### src/rtl/pixie_pkg.sv
// pixie_pkg: Studio II display constants and DMA fetch FSM states shared with the video path
package pixie_pkg;
    typedef enum logic [1:0] {IDLE, ADDR, DATA, LINE_END} state_t;
    localparam logic [15:0] START_ADDR = 16'h0900;
    localparam int BYTES_PER_LINE = 8;
    localparam int ROWS = 32;
    localparam int ROW_REPEAT = 4;
    localparam int BYTE_W = $clog2(BYTES_PER_LINE);
    localparam int ROW_W = $clog2(ROWS);
    localparam int REP_W = $clog2(ROW_REPEAT);
endpackage

### src/rtl/pixie_dma_fetch_if.sv
// pixie_dma_fetch_if: RAM read bus and DMA-out byte stream between fetch engine and video/memory
interface pixie_dma_fetch_if;
    logic        dma_req_n;
    logic [15:0] mem_addr;
    logic        mem_rd;
    logic [7:0]  mem_data;
    logic [7:0]  data_out;
    logic        data_valid;
    logic        sc_dma;
    modport master (input dma_req_n, mem_data, output mem_addr, mem_rd, data_out, data_valid, sc_dma);
    modport slave (output dma_req_n, mem_data, input mem_addr, mem_rd, data_out, data_valid, sc_dma);
endinterface

### src/rtl/pixie_dma_fetch.sv
// pixie_dma_fetch: fetches 8-byte display rows from RAM on DMA request, 4x row repeat, frame wrap and overrun blanking
module pixie_dma_fetch
    import pixie_pkg::*;
(
    input  logic clk,
    input  logic reset_n,
    input  logic clk_enable,
    input  logic display_en,
    input  logic frame_start,
    pixie_dma_fetch_if.master bus,
    output logic frame_done,
    output logic overrun
);
    state_t state, state_nx;
    logic [15:0] row_base;
    logic [BYTE_W-1:0] byte_cnt;
    logic [REP_W-1:0] rep_cnt;
    logic [ROW_W-1:0] row_cnt;
    logic fs_q, fs_rise, complete, blank, start, last_byte, last_rep, last_row;

    assign fs_rise = frame_start & ~fs_q;
    assign start = display_en & ~bus.dma_req_n;
    assign last_byte = byte_cnt == BYTE_W'(BYTES_PER_LINE - 1);
    assign last_rep = rep_cnt == REP_W'(ROW_REPEAT - 1);
    assign last_row = row_cnt == ROW_W'(ROWS - 1);
    assign bus.mem_addr = row_base + 16'(byte_cnt);

    always_ff @(posedge clk or negedge reset_n) begin
        if (!reset_n) state <= IDLE;
        else if (clk_enable) state <= state_nx;
    end

    always_comb begin
        state_nx = state;
        case (state)
            IDLE:     state_nx = start ? ADDR : IDLE;
            ADDR:     state_nx = DATA;
            DATA:     state_nx = last_byte ? LINE_END : (display_en ? ADDR : IDLE);
            default:  state_nx = IDLE;
        endcase
        if (fs_rise) state_nx = IDLE;
    end

    // Blank bursts keep the ADDR/DATA cadence but never touch RAM
    always_comb begin
        bus.mem_rd = state == ADDR && !blank;
        bus.sc_dma = state == ADDR || state == DATA;
    end

    always_ff @(posedge clk or negedge reset_n) begin
        if (!reset_n) begin
            row_base <= START_ADDR;
            byte_cnt <= '0;
            rep_cnt <= '0;
            row_cnt <= '0;
            fs_q <= 1'b0;
            complete <= 1'b0;
            blank <= 1'b0;
            overrun <= 1'b0;
            frame_done <= 1'b0;
            bus.data_out <= '0;
            bus.data_valid <= 1'b0;
        end else if (clk_enable) begin
            fs_q <= frame_start;
            frame_done <= 1'b0;
            bus.data_valid <= 1'b0;
            if (fs_rise) begin
                row_base <= START_ADDR;
                byte_cnt <= '0;
                rep_cnt <= '0;
                row_cnt <= '0;
                complete <= 1'b0;
                blank <= 1'b0;
                overrun <= 1'b0;
            end else begin
                case (state)
                    IDLE: if (start) begin
                        blank <= complete;
                        overrun <= overrun | complete;
                    end
                    DATA: begin
                        bus.data_out <= blank ? 8'h00 : bus.mem_data;
                        bus.data_valid <= 1'b1;
                        byte_cnt <= (last_byte || !display_en) ? '0 : byte_cnt + 1'b1;
                    end
                    LINE_END: if (!blank) begin
                        rep_cnt <= last_rep ? '0 : rep_cnt + 1'b1;
                        if (last_rep) begin
                            row_cnt <= last_row ? '0 : row_cnt + 1'b1;
                            row_base <= last_row ? START_ADDR : row_base + 16'(BYTES_PER_LINE);
                            frame_done <= last_row;
                            complete <= last_row;
                        end
                    end
                    default: ;
                endcase
            end
        end
    end
endmodule
### src/flat_wrapper.sv
// flat-port wrapper written by rule: the top's interface ports become plain ports
module pixie_dma_fetch_flat import pixie_pkg::*;
  (clk, reset_n, clk_enable, display_en, frame_start, frame_done, overrun, bus_dma_req_n, bus_mem_data, bus_mem_addr, bus_mem_rd, bus_data_out, bus_data_valid, bus_sc_dma);
  pixie_dma_fetch_if bus_i ();
  input  logic clk;
  input  logic reset_n;
  input  logic clk_enable;
  input  logic display_en;
  input  logic frame_start;
  output logic frame_done;
  output logic overrun;
  input wire logic [$bits(bus_i.dma_req_n)-1:0] bus_dma_req_n;
  input wire logic [$bits(bus_i.mem_data)-1:0] bus_mem_data;
  output wire logic [$bits(bus_i.mem_addr)-1:0] bus_mem_addr;
  output wire logic [$bits(bus_i.mem_rd)-1:0] bus_mem_rd;
  output wire logic [$bits(bus_i.data_out)-1:0] bus_data_out;
  output wire logic [$bits(bus_i.data_valid)-1:0] bus_data_valid;
  output wire logic [$bits(bus_i.sc_dma)-1:0] bus_sc_dma;
  assign bus_i.dma_req_n = bus_dma_req_n;
  assign bus_i.mem_data = bus_mem_data;
  assign bus_mem_addr = bus_i.mem_addr;
  assign bus_mem_rd = bus_i.mem_rd;
  assign bus_data_out = bus_i.data_out;
  assign bus_data_valid = bus_i.data_valid;
  assign bus_sc_dma = bus_i.sc_dma;
  pixie_dma_fetch u_core (.clk(clk), .reset_n(reset_n), .clk_enable(clk_enable), .display_en(display_en), .frame_start(frame_start), .bus(bus_i), .frame_done(frame_done), .overrun(overrun));
endmodule
### config.mk
export PLATFORM = sky130hd
export DESIGN_NAME = pixie_dma_fetch_flat
export DESIGN_NICKNAME = d
export VERILOG_FILES = /design/src/rtl/pixie_pkg.sv /design/src/rtl/pixie_dma_fetch_if.sv /design/src/rtl/pixie_dma_fetch.sv /design/src/flat_wrapper.sv
export SDC_FILE = /design/constraint.sdc
export NUM_CORES = 1
export LEC_CHECK = 0
export BUFFER_PORTS_ARGS = -buffer_cell sky130_fd_sc_hd__buf_2
export CORE_UTILIZATION = 49
export DETAILED_ROUTE_END_ITERATION = 16
export GPL_ROUTABILITY_DRIVEN = 0
export MAX_ROUTING_LAYER = met4
export PLACE_DENSITY_LB_ADDON = 0.05
export SYNTH_ARGS = -nofsm -noshare
export SYNTH_HDL_FRONTEND = slang
export SYNTH_SLANG_ARGS = --single-unit
### constraint.sdc
create_clock -name clk -period 1.95 [get_ports clk]
set_clock_uncertainty 0.2 [all_clocks]
set_input_delay 0.0975 -clock clk [delete_from_list [all_inputs] [get_ports clk]]
set_output_delay 0.0975 -clock clk [all_outputs]
set_load 0.03 [all_outputs]
After elaboration in Yosys (flattened, before gate mapping)
Index checks and enable logic that the tools add are counted.

word-level totals
  bits of input ports = 14
  logic and storage cells = 85
  flip-flop bits (word level) = 42

operators by class
  reductions and logical operators = 16
  add/subtract/negate cells = 5
  bitwise gates (word level) = 6
  multiplexer cells = 39
  equal/unequal tests = 7

operators by type and width
  kind                   number
  $mux 16                5
  $mux 5                 5
  $mux 1                 18
  $add 16x3->16          1
  $add 16x4->16 const B  1
  $mux 2                 6
  $reduce_bool 2->1      5
  $mux 3                 3
  $reduce_and 3->1       3
  $mux 8                 1
  $eq 2x2->1 const B     3
  $pmux 2 s3             1
  $add 5x1->5 const B    1
  $eq 5x5->1 const B     1
  $reduce_and 4->1       1
  $add 3x1->3 const B    1
  $eq 3x3->1 const B     1
  $not 1->1              3
  $add 2x1->2 const B    1
  $and 1x1->1            2
  $eq 2x1->1 const B     1
  $logic_not 1->1        2
  $logic_not 2->1        1
  $logic_or 1x1->1       2
  4 further kinds        4

Longest topological paths before layout
  depth in word-level cells = 6
  mapped depth = 8

Worst setup path after synthesis
Ideal clock, no wire load.

  path kind = register to register
  start = register u_core.row_cnt[0]
  end = register u_core.row_base[14]
  arrival time = 1798 ps
  period minus slack after synthesis = 2080 ps
  required time = 1668 ps
  stages on the path, launching flop included = 9
  path slack = -130 ps
  cells stage by stage = dfrtp_1 ha_1 and3_1 ha_1 buf_2 nor4b_4 buf_6 a31oi_1 a31oi_1

on the way
  longest elaborated chain between the ends = 6

ends and longest elaborated chain
  what                    line                   text
  start, declared         pixie_dma_fetch.sv:18  logic [ROW_W-1:0] row_cnt;
  start signal, assigned  pixie_dma_fetch.sv:89  row_cnt <= last_row ? '0 : row_cnt + 1'b1;
  $eq 5x5->1              pixie_dma_fetch.sv:25  assign last_row = row_cnt == ROW_W'(ROWS - 1);
  $mux 16                 pixie_dma_fetch.sv:90  row_base <= last_row ? START_ADDR : row_base + 16'(BYTES_PER_LINE);
  $mux 16                 pixie_dma_fetch.sv:88  if (last_rep) begin
  $mux 16                 pixie_dma_fetch.sv:86  LINE_END: if (!blank) begin
  $mux 16                 pixie_dma_fetch.sv:76  case (state)
  $mux 16                 pixie_dma_fetch.sv:67  if (fs_rise) begin
  end signal, assigned    pixie_dma_fetch.sv:90
  end, declared           pixie_dma_fetch.sv:15  logic [15:0] row_base;

No other way between the ends. The select of a mux whose other input is x is not followed.
A chain may end at the register's enable or synchronous reset.

Worst setup path in the final report
  start = register u_core.row_cnt[0]
  end = register u_core.row_base[9]

The elaborated chain is that of the path after synthesis.

==> reports/results.tsv <==
stage	metric	value	unit
status	status	finished, violations left	
status	failing checks	negative setup slack	
layout	commonest cells after routing, fill and taps aside	buf_2, dfrtp_1, nand2_1	
synthesis	Synth area leaders	dfrtp_1, ha_1, nand2_1	
pwr	Leak	0.001338	µW
clock_tree	htree depth	2	
setup_path	WP buf/inv	1	
setup_path	Crit. Startpoint	u_core.row_cnt[0]$_DFFE_PN0P_	
timing	Setup-failing EPs final	6	
clock_tree	Clock Latency Late Sink	290	ps
grt	Total Routing Usage GR	23.01	%
setup_path	Worst path slowest cell	dfrtp_1	
routing	drt total wl	4873	µm
grt	wire length of the first global-routing pass	7583	µm
place	dpl hpwl	3276	µm
synthesis	Yosys top cell by area	dfrtp_1	
synthesis	count of different cell masters after synthesis	45	
clock_tree	clk buf depth	2	
timing	relative slew slack	67.29	%
grt	initial antenna violation count	0	
floorplan	Top Ports	43	
clock_tree	clk sinks	39	
floorplan	Die Y	67.81	µm
floorplan	die area	4598	µm²
layout	antenna cell count	0	
clock_tree	CTS tree	done	
grt	global route total overflow	0	
layout	Area Growth Syn to Fin	25.24	%
synthesis	cells after synthesis	223	
setup_path	startpoint types	flip-flop	
flow_run	MaxCap Viol Count	0	
routing	Vias/cell	5.604	
layout	final core utilization	65.03	%
place	port buffer count	42	
routing	initial drt markers	77	
setup_path	Setup crit end kind	flip-flop	
setup_path	flop2flop setup slack	-40	ps
setup_path	worst setup path end	u_core.row_base[9]$_DFFE_PN0P_	
grt	pin count of the biggest net entering global routing	40	
setup_path	Worst path max stage delay	400	ps
synthesis	ys async rst share	100.0	%
synthesis	Ys Warns	0	
place	Place WS	-7.684	ps
synthesis	number of synthesized register bits	39	
timing	setup ws final	-40.58	ps
timing	Final min period	1991	ps
setup_path	RR Endpoint	u_core.row_base[9]$_DFFE_PN0P_	
setup_path	R2R Path Start	u_core.row_cnt[0]$_DFFE_PN0P_	
floorplan	placeable core region	4086	µm²
timing	highest clock rate	0.5024	GHz
floorplan	Die Wd	67.81	µm
routing	drt first pass iters	4	
layout	most common cell after layout, fill and taps aside	buf_2	
pwr	VDD IR-drop max	0.0004686	V
synthesis	post-synthesis sequential area ratio	46.11	%
pwr	PD cells	846.6	nW/µm²
synthesis	Synth Flop Type	dfrtp_1	
setup_path	CP Cell Sequence	ha_2 > and3_4 > ha_4 > nor4b_4 > buf_6 > a41oi_2 > a21oi_1	
clock_tree	Reg clk slew, reported paths	80	ps
setup_path	FF-to-FF path depth	7	
routing	routed len/inst	14.95	µm
synthesis	synthesized area per cell	9.516	µm²
timing	final hold vios	0	
setup_path	Crit. path cell count	7	
setup_path	CP top delay family	simple AND/OR/NAND/NOR gates	
routing	vias	1827	
clock_tree	CTS Root Cell	clkbuf_8	
synthesis	Post-synth EDFFs	0	
clock_tree	clock buffer count from CTS	5	
layout	fin nets	300	
floorplan	row cnt	23	
timing	Least-Margin Pin Slew	490.6	ps
timing	Min Hold Slack	61.90	ps
layout	layout cells sized above 1	31.88	%
synthesis	Mapped Area	2122	µm²
timing	max-slew violations	0	
timing	setup TNS	-115.5	ps
timing	RSZ-0062 raised after global routing	true	
setup_path	Critical Path RT	1960	ps
routing	# DRC	0	
setup_path	CP Max Fanout	6	
synthesis	Synth top area share	43.63	%
floorplan	Initial Utilization	51.93	%
setup_path	Setup CP Type	reg2reg	
layout	Finished Cell Area	2658	µm²
synthesis	synthesized net count	248	
routing	post-route antenna net violation count	0	
place	Placed Area	2374	µm²
timing	post-route clock period utilization	102.1	%
worst_hold_path	worst hold path type	in2reg	
grt	vias in the first global route	1703	
setup_path	CP arrival	2000	ps
[power by group]
group	internal, µW	switching (µW)	leakage (µW)
Sequential	942	84.5	0.000509
Combinational	234	455	0.000781
Clock	245	289	0.0000477
Total	1420	829	0.00134
[Yosys cell counts, types with 2 or more instances]
cell	n
a41oi_1	2
nor2_1	5
and4_1	2
dfstp_2	2
nand2_1	30
dfrtp_1	37
buf_6	2
buf_4	3
clkbuf_1	17
nor2b_1	2
inv_1	7
a31oi_1	5
and3_1	4
buf_2	6
ha_1	11
o22ai_1	4
nand3_1	9
mux2_2	2
nand2b_1	8
nor3_1	3
a22o_1	6
o21ai_1	10
o21ai_0	15
a21oi_1	10
[layout make-up]
type | instances | area [µm²]
well taps | 50 | 62.56
fillers | 340 | 1429
multi-input cells | 149 | 1032
inverters | 7 | 26.28
clock buffers | 5 | 68.82
clock inverters | 3 | 15.01
flip-flops and latches | 39 | 978.4
repair buffers | 73 | 474.2
[per-layer routing]
layer / global-route usage [%] / vias up / routed length, µm
met4: 7.292 / 0 / 61
met2: 37.25 / 53 / 2350
li1: - / 876 / -
met3: 6.419 / 10 / 216
met5: - / - / 0
met1: 27.62 / 888 / 2244
[worst min-delay path by stage]
stage / cells past startpoint / endpoint / startpoint / slack (ps)
after floorplan: 0 / u_core.blank$_DFFE_PN0P_ / reset_n / -400
after global placement: 2 / u_core.bus.data_out[3]$_DFFE_PN0P_ / reset_n / -30
after detailed placement: 2 / u_core.bus.data_out[3]$_DFFE_PN0P_ / reset_n / -20
after CTS: 3 / u_core.overrun$_DFFE_PN0P_ / clk_enable / 50
after global routing: 4 / u_core.blank$_DFFE_PN0P_ / bus_dma_req_n / 70
final: 3 / u_core.overrun$_DFFE_PN0P_ / clk_enable / 60
[metrics by stage]
step | power, µW | instances
2_1_floorplan | 1499 | 223
3_3_place_gp | 1678 | 302
3_5_place_dp | 1718 | 302
4_1_cts | 2265 | 324
5_1_grt | 2392 | 326
6_report | 2250 | 326
[cells by family (layout without fill, tap and decap cells)]
| logic type | Yosys count | in the layout | share of synthesized area, % |
|---|---|---|---|
| buffers and inverters | 35 | 88 | 7.783 |
| adders and majority gates | 11 | 11 | 6.486 |
| muxes | 2 | 2 | 1.061 |
| and+or+nand+nor | 74 | 74 | 20.05 |
| AOI/OAI and AO/OA | 62 | 62 | 18.52 |
| DFF | 39 | 39 | 46.11 |
[worst register-to-register path: cells and delay by family (launching register included)]
kind                     cells  cell delay [ps]
AO/OA/AOI/OAI                2              240
adder cells (fa/ha/maj)      2              380
buffers and inverters        1              180
flip-flops                   1              400
AND/OR/NAND/NOR              2              510
[state kept, by name (all words and copies together) (netlist names)]
register / cells
u_core.frame_done: 1
u_core.row_cnt: 5
u_core.bus.data_valid: 1
u_core.byte_cnt: 3
u_core.overrun: 1
u_core.row_base: 13
u_core.bus.data_out: 8
u_core.fs_q: 1
u_core.state: 2
u_core.blank: 1
u_core.rep_cnt: 2
u_core.complete: 1
[what timing repair did]
action                                  in CTS  in global routing
hold endpoints to repair                    49                  0
hold buffers                                11                  0
pin swaps                                    0                  6
setup buffers                                2                  2
endpoints found under the setup margin       2                  8
gates resized for setup                      1                  8
cloned                                       1                  0
(Power assumes the default switching activity.)
